**src/rtl/hdmi_sync_lock_ctrl.sv**
```systemverilog
// Sync-lock sequencer between CGA timing and the HDMI port: measures line and frame
// geometry, declares lock after a run of consistent frames, and gates/delays DE.
module hdmi_sync_lock_ctrl #(
    parameter int HCNT_W      = 12,
    parameter int VCNT_W      = 10,
    parameter int HTOL        = 2,
    parameter int LOCK_FRAMES = 4,
    parameter int LOSS_FRAMES = 2
) (
    input  logic              clk,
    input  logic              reset_n,
    input  logic              hsync,
    input  logic              vsync,
    input  logic              display_enable,
    input  logic [1:0]        de_delay,
    output logic              de_out,
    output logic              locked,
    output logic              frame_strobe,
    output logic [HCNT_W-1:0] h_total,
    output logic [VCNT_W-1:0] v_total
);

    typedef enum logic [1:0] {
        ST_SEARCH  = 2'd0,
        ST_ACQUIRE = 2'd1,
        ST_LOCKED  = 2'd2
    } state_e;

    localparam int                FCNT_W   = 4;
    localparam logic [HCNT_W-1:0] H_MAX    = '1;
    localparam logic [VCNT_W-1:0] V_MAX    = '1;
    localparam logic [HCNT_W-1:0] H_TOL    = HCNT_W'(HTOL);
    localparam logic [FCNT_W-1:0] LOCK_TGT = FCNT_W'(LOCK_FRAMES);
    localparam logic [FCNT_W-1:0] LOSS_TGT = FCNT_W'(LOSS_FRAMES);

    // Edge detection
    logic hs_dly_q;
    logic vs_dly_q;
    logic hs_rise;
    logic vs_rise;

    // Line / frame measurement
    logic [HCNT_W-1:0] h_cnt_q,  h_cnt_d;
    logic [HCNT_W-1:0] h_last_q, h_last_d;
    logic [VCNT_W-1:0] v_cnt_q,  v_cnt_d;
    logic              bad_line_q, bad_line_d;
    logic [HCNT_W-1:0] h_len;
    logic [HCNT_W-1:0] h_dev;
    logic              line_bad;
    logic              frame_bad_line;
    logic [VCNT_W-1:0] v_len;
    logic              frame_good;
    logic              watchdog;

    // Lock sequencing
    state_e            state_q, state_d;
    logic [HCNT_W-1:0] h_ref_q, h_ref_d;
    logic [VCNT_W-1:0] v_ref_q, v_ref_d;
    logic [FCNT_W-1:0] good_cnt_q, good_cnt_d;
    logic [FCNT_W-1:0] bad_cnt_q,  bad_cnt_d;

    // Output stage
    logic [2:0]        de_hist_q, de_hist_d;
    logic [3:0]        de_taps;
    logic              de_out_q, de_out_d;
    logic              locked_q, locked_d;
    logic              frame_strobe_q;
    logic [HCNT_W-1:0] h_total_q, h_total_d;
    logic [VCNT_W-1:0] v_total_q, v_total_d;

    assign hs_rise = hsync & ~hs_dly_q;
    assign vs_rise = vsync & ~vs_dly_q;

    // A line closing on the same clock as vs_rise belongs to the frame that is ending,
    // so its length and its count are folded in combinationally before the frame is judged.
    always_comb begin
        h_len          = (h_cnt_q == H_MAX) ? H_MAX : h_cnt_q + 1'b1;
        h_dev          = (h_len >= h_ref_q) ? (h_len - h_ref_q) : (h_ref_q - h_len);
        line_bad       = hs_rise && (h_dev > H_TOL);
        frame_bad_line = bad_line_q | line_bad;
        v_len          = (hs_rise && (v_cnt_q != V_MAX)) ? v_cnt_q + 1'b1 : v_cnt_q;
        frame_good     = !frame_bad_line && (v_len == v_ref_q);
        watchdog       = (h_cnt_q == H_MAX) || (v_cnt_q == V_MAX);
    end

    always_comb begin
        h_cnt_d    = hs_rise ? '0 : ((h_cnt_q == H_MAX) ? H_MAX : h_cnt_q + 1'b1);
        h_last_d   = hs_rise ? h_len : h_last_q;
        v_cnt_d    = vs_rise ? '0 : v_len;
        bad_line_d = vs_rise ? 1'b0 : frame_bad_line;
    end

    always_comb begin
        // NOTE: every output of this block gets a default first so no path infers a latch.
        state_d    = state_q;
        h_ref_d    = h_ref_q;
        v_ref_d    = v_ref_q;
        good_cnt_d = good_cnt_q;
        bad_cnt_d  = bad_cnt_q;

        if (watchdog) begin
            // Missing hsync or vsync wins over any frame decision on this clock.
            state_d = ST_SEARCH;
        end else if (vs_rise) begin
            case (state_q)
                ST_SEARCH: begin
                    h_ref_d    = h_last_d;
                    v_ref_d    = v_len;
                    good_cnt_d = '0;
                    state_d    = ST_ACQUIRE;
                end
                ST_ACQUIRE: begin
                    if (frame_good) begin
                        good_cnt_d = good_cnt_q + 1'b1;
                        if (good_cnt_q + 1'b1 == LOCK_TGT) begin
                            bad_cnt_d = '0;
                            state_d   = ST_LOCKED;
                        end
                    end else begin
                        h_ref_d    = h_last_d;
                        v_ref_d    = v_len;
                        good_cnt_d = '0;
                    end
                end
                ST_LOCKED: begin
                    if (frame_good) begin
                        bad_cnt_d = '0;
                    end else begin
                        bad_cnt_d = bad_cnt_q + 1'b1;
                        if (bad_cnt_q + 1'b1 == LOSS_TGT) begin
                            state_d = ST_SEARCH;
                        end
                    end
                end
                default: state_d = ST_SEARCH;
            endcase
        end
    end

    // Outputs follow the next state so lock, totals and DE gating all change together.
    always_comb begin
        locked_d  = (state_d == ST_LOCKED);
        de_hist_d = {de_hist_q[1:0], display_enable};
        de_taps   = {de_hist_q, display_enable};
        de_out_d  = de_taps[de_delay] & locked_d;
        h_total_d = locked_d ? h_ref_d : '0;
        v_total_d = locked_d ? v_ref_d : '0;
    end

    always_ff @(posedge clk) begin
        if (!reset_n) begin
            hs_dly_q       <= 1'b0;
            vs_dly_q       <= 1'b0;
            h_cnt_q        <= '0;
            h_last_q       <= '0;
            v_cnt_q        <= '0;
            bad_line_q     <= 1'b0;
            state_q        <= ST_SEARCH;
            h_ref_q        <= '0;
            v_ref_q        <= '0;
            good_cnt_q     <= '0;
            bad_cnt_q      <= '0;
            de_hist_q      <= '0;
            de_out_q       <= 1'b0;
            locked_q       <= 1'b0;
            frame_strobe_q <= 1'b0;
            h_total_q      <= '0;
            v_total_q      <= '0;
        end else begin
            // NOTE: non-blocking assignments so every register samples pre-edge values.
            hs_dly_q       <= hsync;
            vs_dly_q       <= vsync;
            h_cnt_q        <= h_cnt_d;
            h_last_q       <= h_last_d;
            v_cnt_q        <= v_cnt_d;
            bad_line_q     <= bad_line_d;
            state_q        <= state_d;
            h_ref_q        <= h_ref_d;
            v_ref_q        <= v_ref_d;
            good_cnt_q     <= good_cnt_d;
            bad_cnt_q      <= bad_cnt_d;
            de_hist_q      <= de_hist_d;
            de_out_q       <= de_out_d;
            locked_q       <= locked_d;
            frame_strobe_q <= vs_rise;
            h_total_q      <= h_total_d;
            v_total_q      <= v_total_d;
        end
    end

    assign de_out       = de_out_q;
    assign locked       = locked_q;
    assign frame_strobe = frame_strobe_q;
    assign h_total      = h_total_q;
    assign v_total      = v_total_q;

endmodule

```
**config.mk**
```make
export PLATFORM = sky130hd
export DESIGN_NAME = hdmi_sync_lock_ctrl
export DESIGN_NICKNAME = d
export VERILOG_FILES = /design/src/rtl/hdmi_sync_lock_ctrl.sv
export SDC_FILE = /design/constraint.sdc
export NUM_CORES = 1
export LEC_CHECK = 0
export BUFFER_PORTS_ARGS = -buffer_cell sky130_fd_sc_hd__buf_2
export CORE_MARGIN = 2
export CORE_UTILIZATION = 42
export DETAILED_ROUTE_END_ITERATION = 8
export SLEW_MARGIN = 5
export SYNTH_ARGS = -nofsm -noshare
export SYNTH_HDL_FRONTEND = slang
export SYNTH_SLANG_ARGS = --single-unit
```
**constraint.sdc**
```tcl
create_clock -name clk -period 14.35 [get_ports clk]
set_input_delay 1.435 -clock clk [delete_from_list [all_inputs] [get_ports clk]]
set_output_delay 1.435 -clock clk [all_outputs]
set_load 0.05 [all_outputs]
```
Word-level counts from Yosys, hierarchy flattened
Cells that the tools add are included.
{ "totals": {"ff_bits": 97, "out_inout_bits": 25, "inputBits": 7} }
{ "op_classes": {"bitwise": 8, "add_sub_neg": 6, "n_eq_ne": 11, "magnitude_cmp": 3, "reduce_logical": 13, "muxes": 27} }
{ "ops": {"columns": ["op", "count"], "rows": [
  ["$mux 12", 6],
  ["$mux 10", 4],
  ["$pmux 12 s2", 1],
  ["$sub 12x12->12", 2],
  ["$pmux 10 s2", 1],
  ["$mux 4", 4],
  ["$pmux 4 s2", 2],
  ["$add 12x1->12 const B", 1],
  ["$eq 12x12->1 const B", 1],
  ["$ge 12x12->1", 1],
  ["$gt 12x2->1 const B", 1],
  ["$mux 2", 6],
  ["$add 10x1->10 const B", 1],
  ["$eq 10x10->1", 1],
  ["$eq 10x10->1 const B", 1],
  ["$ne 10x10->1 const B", 1],
  ["$add 4x1->4 const B", 2],
  ["$pmux 2 s3", 1],
  ["$reduce_and 5->1", 1],
  ["$eq 2x2->1 const B", 2],
  ["$eq 4x2->1 const B", 1],
  ["$eq 4x3->1 const B", 1],
  ["$ne 2x2->1 const B", 2],
  ["$not 1->1", 4],
  ["other kinds (14)", 20]
]} }

Depth between registers and ports, before layout
{ "logic_depth": {"word_depth": 15, "ltp_mapped": 22, "ltp_nobuf": 19} }

Worst setup path after synthesis
No wires, ideal clock.
{ "synth_timing": {"path_type": "register -> register", "startpoint": "register h_cnt_q[0]", "endpoint": "register h_ref_q[0]", "setup_ns": 0.120, "slack_ns": 9.631, "arrival_ns": 4.599, "stages_incl_launch_ff": 22, "period_less_slack_ns": 4.719, "path_cell_list": "dfxtp_1 -> ha_1 -> and3_1 -> and3_1 -> nand4_1 -> nor2_1 -> clkbuf_1 -> nor2b_1 -> ha_1 -> fa_1 -> and2b_1 -> o22ai_2 -> a2111oi_2 -> nor3_4 -> mux2_1 -> and4_1 -> a41oi_2 -> o31a_1 -> buf_4 -> buf_6 -> mux2i_1 -> nor2b_1"} }
{ "synth_between": {"elab_chain_len": 13, "word_cells_on_any_way": 18, "classes_between": "3 x add/sub; 2 x order compare; 1 x eq/ne; 7 x mux; 1 x bitwise; 4 x reduce/logical"} }
{ "synth_rtl": {"columns": ["element", "line_no", "text"], "rows": [
  ["from (decl)", "43", "logic [HCNT_W-1:0] h_cnt_q, h_cnt_d;"],
  ["from (signal assigned)", "173", "h_cnt_q <= h_cnt_d;"],
  ["$add 12x1->12 or $eq 12x12->1 (tied branches)", "77, 83", null],
  ["$mux 12", "77", "h_len = (h_cnt_q == H_MAX) ? H_MAX : h_cnt_q + 1'b1;"],
  ["$sub 12x12->12 or $ge 12x12->1 (tied branches)", "78", "h_dev = (h_len >= h_ref_q) ? (h_len - h_ref_q) : (h_ref_q - h_len);"],
  ["$mux 12", "78", null],
  ["$gt 12x2->1", "79", "line_bad = hs_rise && (h_dev > H_TOL);"],
  ["$logic_and 1x1->1", "79", null],
  ["$or 1x1->1", "80", "frame_bad_line = bad_line_q | line_bad;"],
  ["$logic_not 1->1", "82", "frame_good = !frame_bad_line && (v_len == v_ref_q);"],
  ["$logic_and 1x1->1", "82", null],
  ["$mux 12", "113", "if (frame_good) begin"],
  ["$pmux 12 s2", "105", "case (state_q)"],
  ["$mux 12", "104", "end else if (vs_rise) begin"],
  ["$mux 12 (*)", "101", "if (watchdog) begin"],
  ["to (signal assigned)", "178", "h_ref_q <= h_ref_d;"],
  ["to (decl)", "57", "logic [HCNT_W-1:0] h_ref_q, h_ref_d;"]
]} }
Every way passes the cells marked *; elsewhere a longest branch is shown, timed or not.
A chain may end at the register's enable or synchronous reset.

Worst setup path after layout
{ "layout_timing": {"startpoint": "register h_cnt_q[0]", "endpoint": "register h_total_q[11], in the netlist h_total[11]"} }
{ "layout_between": {"elab_chain_len": 15, "word_cells_on_any_way": 25, "classes_between": "3 x add/sub; 2 x order compare; 2 x eq/ne; 12 x mux; 1 x bitwise; 5 x reduce/logical"} }
{ "layout_rtl": {"columns": ["element", "line_no", "text"], "rows": [
  ["$add 12x1->12 or $eq 12x12->1 (tied branches)", "77, 83", null],
  ["$mux 12", "77", null],
  ["$sub 12x12->12 or $ge 12x12->1 (tied branches)", "78", null],
  ["$mux 12", "78", null],
  ["$gt 12x2->1", "79", null],
  ["$logic_and 1x1->1", "79", null],
  ["$or 1x1->1", "80", null],
  ["$logic_not 1->1", "82", null],
  ["$logic_and 1x1->1", "82", null],
  ["$mux 2 (on tied branches)", "126, 113", null],
  ["$pmux 2 s3", "105", null],
  ["$mux 2", "104", null],
  ["$mux 2", "101", null],
  ["$eq 2x2->1", "142", "locked_d = (state_d == ST_LOCKED);"],
  ["$reduce_and 2->1 (no source line)", null, null],
  ["to (signal assigned)", "186", "h_total_q <= h_total_d;"],
  ["to (decl)", "68", "logic [HCNT_W-1:0] h_total_q, h_total_d;"]
]} }
Parallel ways exist; a longest one is shown, timed or not.

==> reports/metrics.cfg <==
[status]
status=finished, final reports clean

[logic_synthesis]
synth_ff_type=dfxtp_1
synth-edff-count=0
yosys.area.top_type=dfxtp_1
ys_async_sr_fraction_pct=0
synth.area.top_cells=dfxtp_1, ha_1, nor2_1
avgSynthCellArea_um2=8.47
synth_top_cell_area_share_pct=35.7
ys_seq_area_share_pct=35.7
synth_area_mm2=0.00544
synthCells=642
ys_warn_count=0
syn-num-nets=680
ys_seq_elements=97
ys_types=73

[setup_path]
cp-startpoint=h_cnt_q[0]$_SDFF_PP0_
reg2reg_depth=19
critical_path.cell_chain=ha_1, and3_1, and3_1, nand4_1, nor2_1, nor2b_1, ha_1, fa_1, and2b_1, o22ai_2, a2111oi_2, nor3_4, mux2_1, and4_1, a41oi_2, o31ai_1, a31oi_2, buf_4, nor2_1
slowest_delay_ns=0.61
cp.arrival_ns=6.07
r2r_start=h_cnt_q[0]$_SDFF_PP0_
critPathKind=reg -> reg
rr_endpoint=h_total[11]$_SDFF_PN0_
required_ns=14.58
cp-end-kind=flop
r2r_slack_ns=8.51
critPathMaxFanout=14
slowest_stage=nor2_1
start_kind=flop

[sta]
whs_ns=0.435
min_period_over_period_pct=40.7
tns_ns=0
setup_viol=0
tightest_slew_ns=1.02
max_freq_ghz=0.171
rsz0062_at_grt=false
hold_violations=0
setup_slack_ns=8.51
maxSlewHeadroom_pct=32.1
period_minus_slack_ns=5.84
final_max_slew_viol_count=0
finalClockSkew_ns=0.0121

[routing]
post_drt_wl_per_cell_um=14.8
vias_per_cell=5.33
drt_iter0_drc=346
vias=4460
drc_errors=0
routed_wl_mm=12.4
drt_pass1_iterations=5
antenna_left=0

[clocking]
clock_insertion_delay_worst_skew_ns=0.35
ctsHoldBuffers=0
cts_setup_buffers=0
path_clk_slew_ns=0.07
tritoncts=built
root_buffer=clkbuf_16
ctsResizeCount=0
clockBufferDepth=2
clock-sinks=97
cts_htree_levels=3
cts_buffers=9

[grt]
grt_max_degree=53
grt_pass1_wl_mm=20.5
grt_pass1_vias=4150
grt.total_usage_pct=18.0
gr-total-overflow=0
antenna_found_initial=0

[placement]
gp_congestion=0.922
portBuffers=31
placed_cells=821
preCtsSetupSlack_ns=8.54
place_hpwl_mm=9.15

[cells_and_area]
final_cells=837
nets=698
mostFrequentLayoutCells=dfxtp_1, nor2_1, nand2_1
num_antenna_cells=0
layout_commonest_cell=dfxtp_1
area_delta_synth_final_pct=10.2
drive_gt1_share_pct=10.1

[pwr]
peakVddDrop_mv=0.0576
power.density_mw_per_mm2=96.7
p_total_uw=579
p_leak_uw=0.00261

[floorplan]
initial_core_util_pct=43.1
design.die.area_mm2=0.0139
die_y_um=118
fp-row-count=41
ioPinCount=32
core_area_mm2=0.0126
fp.dieW_um=118

[worst_hold_path]
whs_path_depth=1
hp-start=vs_dly_q$_SDFF_PN0_
hold_end=frame_strobe$_SDFF_PN0_
hp-class=reg -> reg

[flow_run]
maxCapViolations=0

==> sequential cells by signal (all words and copies together), names as in the netlist, 4 cells and up <==
register	count
v_cnt_q	10
h_cnt_q	12
h_total	12
h_last_q	12
h_ref_q	12
v_total	10
good_cnt_q	4
bad_cnt_q	4
v_ref_q	10
==> critical path, delay by kind of cell, from the launching register on <==
| family | cells | cell delay [ns] |
|---|---|---|
| buf+inv | 1 | 0.34 |
| compound gates | 5 | 1.73 |
| fa+ha+maj | 3 | 0.87 |
| mux | 1 | 0.33 |
| simple gates | 9 | 2.10 |
| flops | 1 | 0.35 |
==> power by group <==
| part | total (uW) | internal, uW | switching [uW] |
|---|---|---|---|
| Sequential | 274 | 272 | 2.24 |
| Combinational | 68.1 | 27.5 | 40.6 |
| Clock | 237 | 126 | 110 |
| Total | 579 | 426 | 153 |
==> cell families (layout without fill, tap and decap cells) <==
family / Yosys count / in the layout / share of synthesized area (%)
xor gates and xnor gates: 29 / 29 / 4.81
and+or+nand+nor: 265 / 265 / 25.2
AOI/OAI and AO/OA: 123 / 123 / 15.9
buffers and inverters: 67 / 90 / 5.16
muxes: 30 / 30 / 5.80
DFF: 97 / 97 / 35.7
adders and majority gates: 31 / 31 / 7.41
==> metrics by stage <==
stage	utilization [%]	instance area [um2]
3_5_place_dp	45.1	5690
6_report	47.5	5990
2_1_floorplan	-	5440
5_1_grt	47.5	5990
4_1_cts	47.5	5990
3_3_place_gp	45.1	5690
==> layer usage <==
metal | up-vias | GRT usage (%) | part of all wire [%]
met5 | - | 0 | 0
met4 | 0 | 4.97 | 1.3
met3 | 13 | 3.00 | 3.7
met2 | 81 | 28.6 | 45
met1 | 2113 | 25.2 | 50
li1 | 2253 | - | -
==> cell type report <==
type,instances,area [um2]
fill,1271,6630
multi-input combinational,478,3210
sequential,97,1940
clock buffer,10,239
tap,172,215
timing repair buffer,33,170
inverter,41,154
clock inverter,6,57.6
==> worst max-delay path by stage <==
stage               depth (start not counted)  slack (ns)                      to
finish                                     19        8.51  h_total[11]$_SDFF_PN0_
floorplan                                  21        9.63   h_ref_q[0]$_SDFF_PN0_
CTS                                        19        8.50  h_total[11]$_SDFF_PN0_
global placement                           19        8.75  h_total[11]$_SDFF_PN0_
detailed placement                         19        8.54   v_total[4]$_SDFF_PN0_
global route                               19        7.95   v_total[8]$_SDFF_PN0_
==> Yosys cell counts, types with 9 or more instances <==
master and instances:
dfxtp_1 97, nand3_1 19, o21ai_0 35, and2_1 19, a21oi_1 20, xnor2_1 16, nand2_1 46, clkbuf_1 16
nor3_1 9, nand4_1 10, inv_1 40, xor2_1 12, nor2b_1 39, mux2i_1 27, ha_1 29, nor2_1 80
Note: power is estimated with default switching activity, not from simulation.
